===== src/rtl/msg_pkg.sv =====
// msg_pkg: shared FSM state type and message/UART framing constants for msg_uart_reader
package msg_pkg;

  typedef enum logic [2:0] {
    S_IDLE,
    S_FETCH,
    S_LOAD,
    S_SEND,
    S_DONE
  } msg_state_t;

  localparam logic [7:0] MSG_TERM  = 8'h00;
  localparam logic       START_BIT = 1'b0;
  localparam logic       STOP_BIT  = 1'b1;
  localparam int         DATA_BITS = 8;

endpackage


===== src/rtl/uart_tx_byte.sv =====
// uart_tx_byte: 8N1 serialiser with baud counter, bit counter and shift register
module uart_tx_byte
  import msg_pkg::*;
#(
  parameter int CLKS_PER_BIT = 434
) (
  input  logic       i_clk,
  input  logic       i_rst_n,
  input  logic       i_go,
  input  logic [7:0] i_data,
  output logic       o_tx,
  output logic       o_frame_done
);

  localparam int BW = (CLKS_PER_BIT > 1) ? $clog2(CLKS_PER_BIT) : 1;
  localparam logic [BW-1:0] BAUD_LAST = BW'(CLKS_PER_BIT - 1);
  localparam logic [3:0] DATA_LAST = 4'(DATA_BITS);
  localparam logic [3:0] STOP_IDX  = 4'(DATA_BITS + 1);

  logic                 r_active;
  logic [BW-1:0]        r_baud;
  logic [3:0]           r_bit;
  logic [DATA_BITS-1:0] r_shift;
  logic                 r_tx;
  logic                 w_bit_end;

  assign w_bit_end    = r_active && (r_baud == BAUD_LAST);
  assign o_frame_done = w_bit_end && (r_bit == STOP_IDX);
  assign o_tx         = r_tx;

  // bit index 0 is the start bit, 1..8 data LSB first, 9 the stop bit; tx moves only at bit ends
  always_ff @(posedge i_clk or negedge i_rst_n) begin
    if (!i_rst_n) begin
      r_active <= 1'b0;
      r_baud   <= '0;
      r_bit    <= '0;
      r_shift  <= '0;
      r_tx     <= STOP_BIT;
    end else if (i_go) begin
      r_active <= 1'b1;
      r_baud   <= '0;
      r_bit    <= '0;
      r_shift  <= i_data;
      r_tx     <= START_BIT;
    end else if (w_bit_end) begin
      r_baud <= '0;
      r_bit  <= r_bit + 1'b1;
      if (r_bit == STOP_IDX) begin
        r_active <= 1'b0;
      end else if (r_bit == DATA_LAST) begin
        r_tx <= STOP_BIT;
      end else begin
        r_tx    <= r_shift[0];
        r_shift <= r_shift >> 1;
      end
    end else if (r_active) begin
      r_baud <= r_baud + 1'b1;
    end
  end

endmodule


===== src/rtl/msg_uart_reader.sv =====
// msg_uart_reader: walks NUL-terminated text in data RAM and transmits it as 8N1 UART frames
module msg_uart_reader
  import msg_pkg::*;
#(
  parameter int ADDR_W       = 10,
  parameter int CLKS_PER_BIT = 434,
  parameter int MAX_LEN      = 256,
  localparam int CW          = $clog2(MAX_LEN + 1)
) (
  input  logic              i_clk,
  input  logic              i_rst_n,
  input  logic              i_start,
  input  logic [ADDR_W-1:0] i_base_addr,
  output logic              o_ram_re,
  output logic [ADDR_W-1:0] o_ram_addr,
  input  logic [31:0]       i_ram_data,
  output logic              o_tx,
  output logic              o_busy,
  output logic              o_done,
  output logic [CW-1:0]     o_count
);

  localparam logic [CW-1:0] MAX_CNT = CW'(MAX_LEN);

  msg_state_t        r_state;
  logic [ADDR_W-1:0] r_ptr;
  logic [CW-1:0]     r_count;
  logic              r_ram_re;
  logic              r_busy;
  logic              r_done;
  logic              w_term;
  logic              w_go;
  logic              w_frame_done;
  logic              w_last;
  logic              w_unused;

  assign w_term     = i_ram_data[7:0] == MSG_TERM;
  assign w_go       = (r_state == S_LOAD) && !w_term;
  assign w_last     = (r_count + 1'b1) == MAX_CNT;
  assign w_unused   = ^i_ram_data[31:8];
  assign o_ram_re   = r_ram_re;
  assign o_ram_addr = r_ptr;
  assign o_busy     = r_busy;
  assign o_done     = r_done;
  assign o_count    = r_count;

  // the RAM word read in LOAD goes straight into the serialiser's shift register
  uart_tx_byte #(
    .CLKS_PER_BIT(CLKS_PER_BIT)
  ) u_tx (
    .i_clk       (i_clk),
    .i_rst_n     (i_rst_n),
    .i_go        (w_go),
    .i_data      (i_ram_data[7:0]),
    .o_tx        (o_tx),
    .o_frame_done(w_frame_done)
  );

  // message FSM; ram_re/busy/done are registered alongside the state they belong to
  always_ff @(posedge i_clk or negedge i_rst_n) begin
    if (!i_rst_n) begin
      r_state  <= S_IDLE;
      r_ptr    <= '0;
      r_count  <= '0;
      r_ram_re <= 1'b0;
      r_busy   <= 1'b0;
      r_done   <= 1'b0;
    end else begin
      r_ram_re <= 1'b0;
      r_done   <= 1'b0;
      case (r_state)
        S_IDLE: begin
          if (i_start) begin
            r_ptr    <= i_base_addr;
            r_count  <= '0;
            r_ram_re <= 1'b1;
            r_busy   <= 1'b1;
            r_state  <= S_FETCH;
          end
        end
        S_FETCH: r_state <= S_LOAD;
        S_LOAD: begin
          r_state <= w_term ? S_DONE : S_SEND;
          r_done  <= w_term;
        end
        S_SEND: begin
          if (w_frame_done) begin
            r_count  <= r_count + 1'b1;
            r_ptr    <= r_ptr + 1'b1;
            r_state  <= w_last ? S_DONE : S_FETCH;
            r_done   <= w_last;
            r_ram_re <= !w_last;
          end
        end
        S_DONE: begin
          r_busy  <= 1'b0;
          r_state <= S_IDLE;
        end
        default: r_state <= S_IDLE;
      endcase
    end
  end

endmodule


===== config.mk =====
export PLATFORM = sky130hd
export DESIGN_NAME = msg_uart_reader
export DESIGN_NICKNAME = d
export VERILOG_FILES = /design/src/rtl/msg_pkg.sv /design/src/rtl/uart_tx_byte.sv /design/src/rtl/msg_uart_reader.sv
export SDC_FILE = /design/constraint.sdc
export NUM_CORES = 1
export LEC_CHECK = 0
export ABC_CLOCK_PERIOD_IN_PS = 2250
export CORE_MARGIN = 2
export CORE_UTILIZATION = 49
export DETAILED_ROUTE_END_ITERATION = 6
export PLACE_DENSITY = 0.91
export SKIP_LAST_GASP = 1
export SLEW_MARGIN = 0
export SYNTH_ARGS = -nofsm -noshare
export SYNTH_HDL_FRONTEND = slang
export SYNTH_SLANG_ARGS = --single-unit

===== constraint.sdc =====
create_clock -name i_clk -period 2.25 [get_ports i_clk]
set_input_delay 0.3375 -clock i_clk [delete_from_list [all_inputs] [get_ports i_clk]]
set_output_delay 0.3375 -clock i_clk [all_outputs]
set_load 0.01 [all_outputs]

==> results of run 1 <==
## report_power, final
part           switching [W]  leakage [nW]  total (W)  internal (W)
Sequential         0.0000800         0.564    0.00101      0.000934
Clock               0.000291        0.0445   0.000541      0.000250
Combinational       0.000125         0.817   0.000254      0.000128
Total               0.000496          1.43    0.00181       0.00131
## cells in the mapped netlist, drive strengths merged, types with 3 or more instances
cell / count / area, µm²
dfrtp: 47 / 1176
o21ai: 31 / 158.9
xnor2: 5 / 43.79
clkbuf: 8 / 30.03
a22o: 3 / 26.28
buf: 3 / 21.27
mux2i: 9 / 90.09
a211oi: 3 / 22.52
nand2: 32 / 120.1
nand4: 6 / 37.54
nor2b: 3 / 18.77
nor2: 28 / 121.4
or4: 4 / 30.03
nor3b: 3 / 22.52
a21oi: 15 / 75.07
ha: 8 / 100.1
nand3: 17 / 85.08
and3: 5 / 31.28
nor3: 9 / 45.04
xor2: 6 / 52.55
and2: 4 / 25.02
inv: 7 / 26.28
## sequential cells by signal (all words and copies together), names as in the netlist
register,cells
o_done,1
o_busy,1
u_tx.r_active,1
r_state,3
u_tx.r_baud,9
u_tx.r_shift,8
u_tx.o_tx,1
o_ram_addr,10
u_tx.r_bit,4
o_ram_re,1
o_count,9
## stage by stage
step | worst slack, ps | hold WS (ps)
6_report | 156.8 | 117.9
3_3_place_gp | 129.1 | 437.7
5_1_grt | 24.30 | 172.5
3_5_place_dp | 19.67 | 446.9
2_1_floorplan | 374.8 | 41.91
4_1_cts | 164.8 | 133.2
## final timing paths
path	from	endpoint	slack (ps)	depth (start not counted)
max	u_tx.r_baud[1]	o_ram_addr[9]	160	7
min	i_rst_n	u_tx.r_shift[3]	120	2
max reg2reg	u_tx.r_baud[1]	o_ram_addr[9]	160	7
min reg2reg	r_state[2]	r_state[0]	460	1
max in group asynchronous	i_rst_n	u_tx.r_baud[5]	1730	2
min in group i_clk	r_state[2]	r_state[0]	460	1
## per-layer routing
layer	GRT usage	wire (µm)	vias up
met5	0	0	-
met3	0.04000	226	11
li1	-	-	1139
met4	0.07679	99	0
met2	0.3678	2989	46
met1	0.2640	2519	1138
## area by class of cell
type,instances,share of cell area
clock buffers,7,0.02620
repair buffers,58,0.1632
multi-input cells,221,0.4089
well taps,70,0.02658
inverters,7,0.007973
clock inverters,1,0.002278
flip-flops and latches,48,0.3648
## logic make-up (layout without fill, tap and decap cells)
kind of cell | after synthesis | count (layout)
mux | 9 | 9
xor+xnor | 11 | 11
compound gates | 71 | 71
simple gates | 122 | 122
buf+inv | 18 | 73
fa+ha+maj | 8 | 8
flops | 48 | 48
## cells in the final DEF, fill, tap and decap left out, drive strengths merged, types with 4 or more instances in the layout
cell / instances
a21oi: 15
and2: 4
and3: 5
buf: 16
clkbuf: 7
clkdlybuf4s50: 42
dfrtp: 47
ha: 8
inv: 7
mux2i: 9
nand2: 32
nand3: 17
nand4: 6
nor2: 28
nor3: 9
o21ai: 31
or4: 4
xnor2: 5
xor2: 6
==> key figures, run 1 <==
Timing
  – Hold Fails Final Rpt: 0
  – RSZ-0062 raised after global routing: no
  – Final setup viols: 0
  – Final TNS setup: 0 ps
  – Slew Viols, Final: 0
  – Final period util: 0.9303
  – Slew @ Worst Pin: 713.2 ps
  – Highest clock rate: 477.7 MHz
  – Final min period: 2093 ps
  – Rel. slew slack: 0.5235
  – Clock skew: around 9 ps

Floorplanning
  – Die height: 77.23 µm
  – IO Count: 68
  – Die area: 0.005964 mm²
  – Starting Density: 0.5112
  – Area of the core: 0.005140 mm²
  – Die Width: 77.23 µm
  – Std-Cell Rows: 26

Placement
  – GP Congestion: 0.8285
  – Placed cells: 404
  – DP Area: 0.003202 mm²
  – Detailed Place HPWL: 4252 µm
  – Port buffer count: 43

Drt
  – Routed WL per cell: roughly 14 µm
  – Post-DRT Antenna Nets: 0
  – Initial DRT Pass Iterations: 4
  – Total number of vias: 2334
  – Wirelength, routed: 5834 µm
  – Initial DRC Count: 134
  – Vias per inst: 5.665
  – DRC errors left: 0

Layout
  – Multi-input gate area: 0.001348 mm²
  – Register area: 0.001202 mm²
  – Fillers: 436
  – Final Core Density: 0.6412
  – Fin cells: 412
  – Final #Nets: approximately 400
  – Ant. Diodes: 0
  – Area growth from synthesis to layout: 25.43%
  – Layout cells sized above 1: 0.08772
  – Design area: around 0.0033 mm²

Synthesis
  – Synth Register Bits: 48
  – Register area share after synthesis: 0.4576
  – Post-Synthesis Cells: about 290
  – Synth Area in Compound Gates: 0.1657
  – Post-Syn Area: between 0.002 and 0.003 mm²
  – Most used DFF post-synth: dfrtp_1
  – Post-Synth Adder-Cell Area: 0.03810
  – Multiplexer share of the synthesized area: 0.03429
  – Post-synthesis average cell area: 9.155 µm²
  – YS warnings: 0
  – Post-synth EDFFs: 0
  – Mapped Nets: 340
  – Asr flop ratio synth: 1.000
  – Distinct cell type count after synthesis: 50
  – Largest family of logic cells by synthesized area: simple AND/OR/NAND/NOR gates
  – Synth Area in XOR/XNOR: 0.03667
  – Post-Synth Simple-Gate Area: 0.2381

Clock tree
  – Clock sink total: 48
  – H-tree depth: 2
  – CTS root buffer: clkbuf_8
  – CTS buffer count: 5
  – TritonCTS clock tree: built
  – Worst skew pair latency: 310 ps
  – Clock-pin slew on the worst setup and hold paths: 90 ps
  – Clock buffer depth: 2
  – PostCTS Resize Cnt: 0
  – Postcts setup bufs: 0
  – Post-CTS Hold Buffers: 0

Worst setup path
  – Worst Setup End Kind: flop
  – Critical Path, Cell by Cell: inv_1 > ha_1 > nand4b_1 > or4_1 > nor2_8 > o21ai_2 > a22oi_1
  – Critical path's top delay family: simple AND/OR/NAND/NOR gates
  – Setup Crit Path Kind: reg2reg
  – CP peak stage delay: 740 ps
  – Critical Path Start Type: flop
  – Worst EP required: between 2000 and 2500 ps
  – CP max stage cell: or4_1
  – Arr. time, crit path: 2320 ps
  – CP max FO: 8
  – Bufs and invs on worst path: 1

Global route
  – Largest net degree at the start of global routing: 49
  – Total track usage: 0.2125
  – First-pass GRT wire length: 10340 µm
  – Initial antenna violation count: 0
  – Total gr overflow: 0
  – Number of global-route vias before repair: 2373

Power and ir drop
  – Final total power: 0.001808 W
  – LEAKAGE: 1.426 nW
  – Worst IR drop on VDD: 335.4 µV
  – Power Dens Cells: around 550 mW/mm²

Status
  – Status: complete, no violations

Flow run
  – Max Cap Viol: 0

Worst hold path
  – Worst hold-check path type: in2async
No activity file was read; power rests on OpenSTA's default activity.
==> inputs of run 2 (changes only) <==
--- a/config.mk
+++ b/config.mk
@@ -9,9 +9,11 @@
 export CORE_MARGIN = 2
 export CORE_UTILIZATION = 49
 export DETAILED_ROUTE_END_ITERATION = 6
+export GPL_TIMING_DRIVEN = 1
 export PLACE_DENSITY = 0.91
 export SKIP_LAST_GASP = 1
 export SLEW_MARGIN = 0
 export SYNTH_ARGS = -nofsm -noshare
 export SYNTH_HDL_FRONTEND = slang
 export SYNTH_SLANG_ARGS = --single-unit
+export TNS_END_PERCENT = 5
==> results of run 2 <==
Final layout, timing and power as in run 1 (identical DEF).
==> inputs of run 3 (changes only) <==
--- a/config.mk
+++ b/config.mk
@@ -7,10 +7,10 @@
 export LEC_CHECK = 0
 export ABC_CLOCK_PERIOD_IN_PS = 2250
 export CORE_MARGIN = 2
-export CORE_UTILIZATION = 49
+export CORE_UTILIZATION = 35
 export DETAILED_ROUTE_END_ITERATION = 6
 export GPL_TIMING_DRIVEN = 1
-export PLACE_DENSITY = 0.91
+export PLACE_DENSITY = 0.72
 export SKIP_LAST_GASP = 1
 export SLEW_MARGIN = 0
 export SYNTH_ARGS = -nofsm -noshare
==> run 3 against run 2 <==
Effect of this change: cell count grew 7.0%; global-route usage shrank 6.6 points; combinational power grew 2%; hold slack lost 97 ps; first-iteration DRC count shrank 22%; clock power shrank 8.3%; sequential share of layout area shrank 0.61 points.
==> key figures, run 3 (same netlist as run 1, synthesis figures left out) <==
Floorplanning
  – Die area: 0.008217 mm² (+38%)
  – Die height: 90.65 µm (+17%)
  – IO Count: 68 (unchanged)
  – Std-Cell Rows: 31 (+19%)
  – Die Width: 90.65 µm (+17%)
  – Area of the core: 0.007253 mm² (+41%)
  – Starting Density: 0.3623 (-0.1489)

Drt
  – Top sig layer: met4
  – Routed WL per cell: 13.08 µm (-7.6%)
  – Vias per inst: 5.254 (-7.3%)
  – Post-DRT Antenna Nets: 0 (unchanged)
  – DRC errors left: 0 (unchanged)
  – Initial DRC Count: 104 (-22%)
  – Met2 WL: 2841 µm (-5.0%)
  – WL met3: 223 µm (-1.3%)
  – M1 WL: 2691 µm (+6.8%)
  – Total number of vias: 2317 (-0.73%)
  – Wirelength, routed: 5770 µm (-1.1%)
  – Initial DRT Pass Iterations: 4 (unchanged)

Worst setup path
  – Arr. time, crit path: 2160 ps (-160 ps)
  – Setup Crit Path Kind: reg2reg
  – Bufs and invs on worst path: 2 (+1)
  – CP max FO: 24 (+16)
  – Critical path's top delay family: simple AND/OR/NAND/NOR gates
  – CP max stage cell: dfrtp_1
  – Critical Path, Cell by Cell: inv_1 > ha_1 > nand4b_1 > nor4_2 > a21oi_1 > buf_12 > o21ai_0 > o211ai_1
  – Critical Path Start Type: flop
  – Worst Setup End Kind: flop
  – CP peak stage delay: 430 ps (-310 ps)
  – Worst EP required: 2430 ps (-50 ps)

Placement
  – Post-place setup slack: 22.00 ps (+2.330 ps)
  – GP Congestion: 0.8281 (about the same)
  – Placed cells: 434 (+7.4%)
  – Port buffer count: 43 (unchanged)
  – DP Area: 0.003271 mm² (+2.1%)
  – Detailed Place HPWL: 4331 µm (+1.9%)

Timing
  – Slew Viols, Final: 0 (unchanged)
  – Clock skew: 5.060 ps (-4.152 ps)
  – RSZ-0062 raised after global routing: no
  – Setup slack after layout: 264.6 ps (+107.7 ps)
  – Final min period: 1985 ps (-107.7 ps)
  – Final period util: 0.8824 (-0.04789)
  – Slew @ Worst Pin: 813.8 ps (+100.6 ps)
  – Highest clock rate: 503.7 MHz (+5.4%)
  – Final setup viols: 0 (unchanged)
  – Final TNS setup: 0 ps (unchanged)
  – Rel. slew slack: 0.4563 (-0.06722)
  – Hold Fails Final Rpt: 0 (unchanged)

Status
  – Status: complete, no violations

Layout
  – Fillers: 696 (+60%)
  – Max reg flops: 10 (unchanged)
  – Multi-input gate area: 0.001351 mm² (+0.28%)
  – Design area: 0.003352 mm² (+1.7%)
  – Register area: 0.001202 mm² (unchanged)
  – Final #Nets: 395 (+0.25%)
  – Ant. Diodes: 0 (unchanged)
  – Layout cells sized above 1: 0.09064 (+0.002924)
  – Commonest non-fill, non-tap cells in the layout: dfrtp_1, clkdlybuf4s50_1, nand2_1
  – Fin cells: 441 (+7.0%)
  – Commonest non-fill, non-tap cell in the layout: dfrtp_1
  – Area growth from synthesis to layout: 27.57%
  – Final Core Density: 0.4621 (-0.1791)

Global route
  – Total gr overflow: 0 (unchanged)
  – Initial antenna violation count: 0 (unchanged)
  – First-pass GRT wire length: 10060 µm (-2.7%)
  – Largest net degree at the start of global routing: 26 (-47%)
  – Total track usage: 0.1462 (-0.06626)
  – Number of global-route vias before repair: 2175 (-8.3%)

Clock tree
  – CTS root buffer: clkbuf_8
  – Clock buffer depth: 2 (unchanged)
  – Post-CTS Hold Buffers: 0 (unchanged)
  – CTS buffer count: 5 (unchanged)
  – H-tree depth: 2 (unchanged)
  – PostCTS Resize Cnt: 0 (unchanged)
  – Clock-pin slew on the worst setup and hold paths: 90 ps (about the same)
  – Postcts setup bufs: 0 (unchanged)
  – Worst skew pair latency: 300 ps (about the same)
  – TritonCTS clock tree: built
  – Clock sink total: 48 (unchanged)

Power and ir drop
  – Power Dens Cells: 528.2 mW/mm² (-3.7%)
  – LEAKAGE: 1.439 nW (+0.95%)
  – Worst IR drop on VDD: 210.6 µV (-37%)

Worst hold path
  – Worst hold-check path type: in2async

Flow run
  – Max Cap Viol: 0 (unchanged)
[run 3: worst paths after layout]
| check | depth (start not counted) | startpoint | to | slack [ps] |
|---|---|---|---|---|
| min in group i_clk | 1 | r_state[2] | r_state[0] | 450 |
| max in group asynchronous | 2 | i_rst_n | u_tx.r_shift[6] | 1700 |
| hold reg to reg | 1 | r_state[2] | r_state[0] | 450 |
| setup reg to reg | 8 | u_tx.r_baud[1] | o_ram_addr[8] | 260 |
| setup / recovery | 8 | u_tx.r_baud[1] | o_ram_addr[8] | 260 |
| hold / removal | 1 | i_rst_n | o_ram_addr[3] | 20 |
[run 3: final cells by class]
| type | instances | area share |
|---|---|---|
| tap | 99 | 0.03695 |
| sequential | 48 | 0.3587 |
| multi-input combinational | 221 | 0.4031 |
| clock buffer | 6 | 0.02165 |
| clock inverter | 1 | 0.001493 |
| inverter | 7 | 0.007839 |
| timing repair buffer | 59 | 0.1702 |
[run 3: metrics by stage]
stage                     hold WS [ps]  total power (W)
after detailed placement         370.9         0.001293
after global routing             58.71         0.001871
after CTS                        45.75         0.001780
after floorplan                  41.91         0.001183
final                            21.18         0.001770
after global placement           359.9         0.001275
[run 3: report_power, final]
part,switching (W),internal (W)
logic,0.000127,0.000131
clock network,0.000283,0.000212
registers,0.0000834,0.000933
total,0.000494,0.00128
[run 3: routing by layer]
layer  global-route usage  up-vias
met4              0.03590        0
met1               0.1892     1137
li1                     -     1135
met3              0.03255        2
met2               0.2481       43
met5                    0        -
==> edit: new RTL, flow settings as in run 1 <==
Change the parameter `MAX_LEN` from 256 to 128.
--- a/src/rtl/msg_uart_reader.sv
+++ b/src/rtl/msg_uart_reader.sv
@@ -5,5 +5,5 @@
   parameter int ADDR_W       = 10,
   parameter int CLKS_PER_BIT = 434,
-  parameter int MAX_LEN      = 256,
+  parameter int MAX_LEN      = 128,
   localparam int CW          = $clog2(MAX_LEN + 1)
 ) (
Ports: changed (resized o_count); port bits go from 68 to 67. No check against the original RTL was run, so the function may have changed too.
==> edit against run 1 <==
  * Count of clock-buffer cells in the layout is 1 lower
  * Wire length is 3.5% higher
  * Setup slack better by 0.018 ns
  * Final area barely moved
  * Synthesized area shrank 0.33%
  * Critical endpoint is now o_ram_addr[8]
  * Sequential cell count shrank 1
Power is not compared: it rests on default switching activity, and its combinational part moved more than twofold at a synthesized area within 25%.
==> edit: results (changes against run 1) <==
Synthesis
  • Mux contribution to synthesized area: 3.49% (+0.059 points)
  • Seq/Total Area, Yosys: 45.0% (-0.80 points)
  • Post-Synth XOR/XNOR Area: 4.35% (+0.68 points)
  • Post-synthesis compound-gate area fraction: 17.3% (+0.77 points)
  • Unique masters post-synth: 52 (+4.0%)
  • Post-Synth Adder-Cell Area: 3.82% (+0.013 points)
  • Synth area leaders: dfrtp_1, nand2_1, o21ai_0, ha_1, nand3_1

Clocking
  • Clock latency on the worst-skew pair: 0.29 ns (-0.02 ns)

Routing
  • Via count: 2327 (-0.30%)
  • Initial drt markers: 186 (+39%)
  • Total Wirelength: 6.04 mm (+3.5%)

Setup path
  • Crit path from: u_tx.r_bit[1]
  • Biggest cell delay along the critical path: 0.52 ns (-0.22 ns)
  • CP max FO: 6 (-2)

Timing
  • Tightest Pin Transition: 0.688 ns (-0.0253 ns)
  • Clock Skews: 0.00495 ns (-0.00426 ns)

Status
  • Status: finished clean

Place
  • Routability cong.: 0.824 (-0.49%)
  • Dpl ws: -0.105 ns (-0.125 ns)
  • Cells after DPL: 397 (-1.7%)
  • Hpwl dp: 4.36 mm (+2.5%)
  • Port Buffers: 42 (-2.3%)

Layout
  • Post-layout nets: 387 (-1.8%)

Global route
  • Largest net degree at the start of global routing: 28 (-43%)
  • First-pass GRT wire length: 10.5 mm (+1.3%)
==> edit: routing by layer <==
layer	GRT usage, %	part of all wire (%)	vias up
li1	-	-	1113
met1	27.2	44	1113
met2	37.3	50	87
met3	3.65	4.6	14
met4	7.68	1.6	0
met5	0	0	-
==> edit: through the flow <==
step                      utilization (%)  power [mW]  TNS, ns
final                                64.2        3.31        0
after global routing                 64.2        3.56        0
after CTS                            64.1        3.32        0
after detailed placement             62.7        2.84   -0.628
after global placement               62.7        2.77   -0.391
after floorplan                         -        2.21        0
==> edit: logic make-up after synthesis <==
group | Yosys count
mux | 9
fa+ha+maj | 8
flops | 47
xor+xnor | 13
buf+inv | 20
simple gates | 114
compound gates | 66
==> edit: repair_timing <==
| action | CTS | global route |
|---|---|---|
| endpoints found under the setup margin | 0 | 7 |
| setup buffers | 0 | 0 |
| resized for setup | 0 | 2 |
==> edit: path summary, 6_finish.rpt <==
path / end / slack [ns] / depth (start not counted)
max: o_ram_addr[8] / 0.17 / 7
max in group asynchronous: o_count[2] / 1.65 / 2
max reg2reg: o_ram_addr[8] / 0.17 / 7
min in group i_clk: o_busy / 0.47 / 1
min: u_tx.r_shift[5] / 0.06 / 1
min reg2reg: o_busy / 0.47 / 1
==> edit: report_power, final <==
group | switching [mW] | internal, mW | total, mW
sequential | 0.288 | 1.10 | 1.39
clock | 0.259 | 0.208 | 0.466
combinational | 0.752 | 0.708 | 1.46
==> edit: area by class of cell <==
type                       count  area [um2]  share of cell area (%)
inverter                       9        33.8                    1.02
timing repair buffer          61         571                    17.3
tap                           70        87.6                    2.66
sequential                    47        1180                    35.7
clock buffer                   6        72.6                    2.20
multi-input combinational    210        1360                    41.1
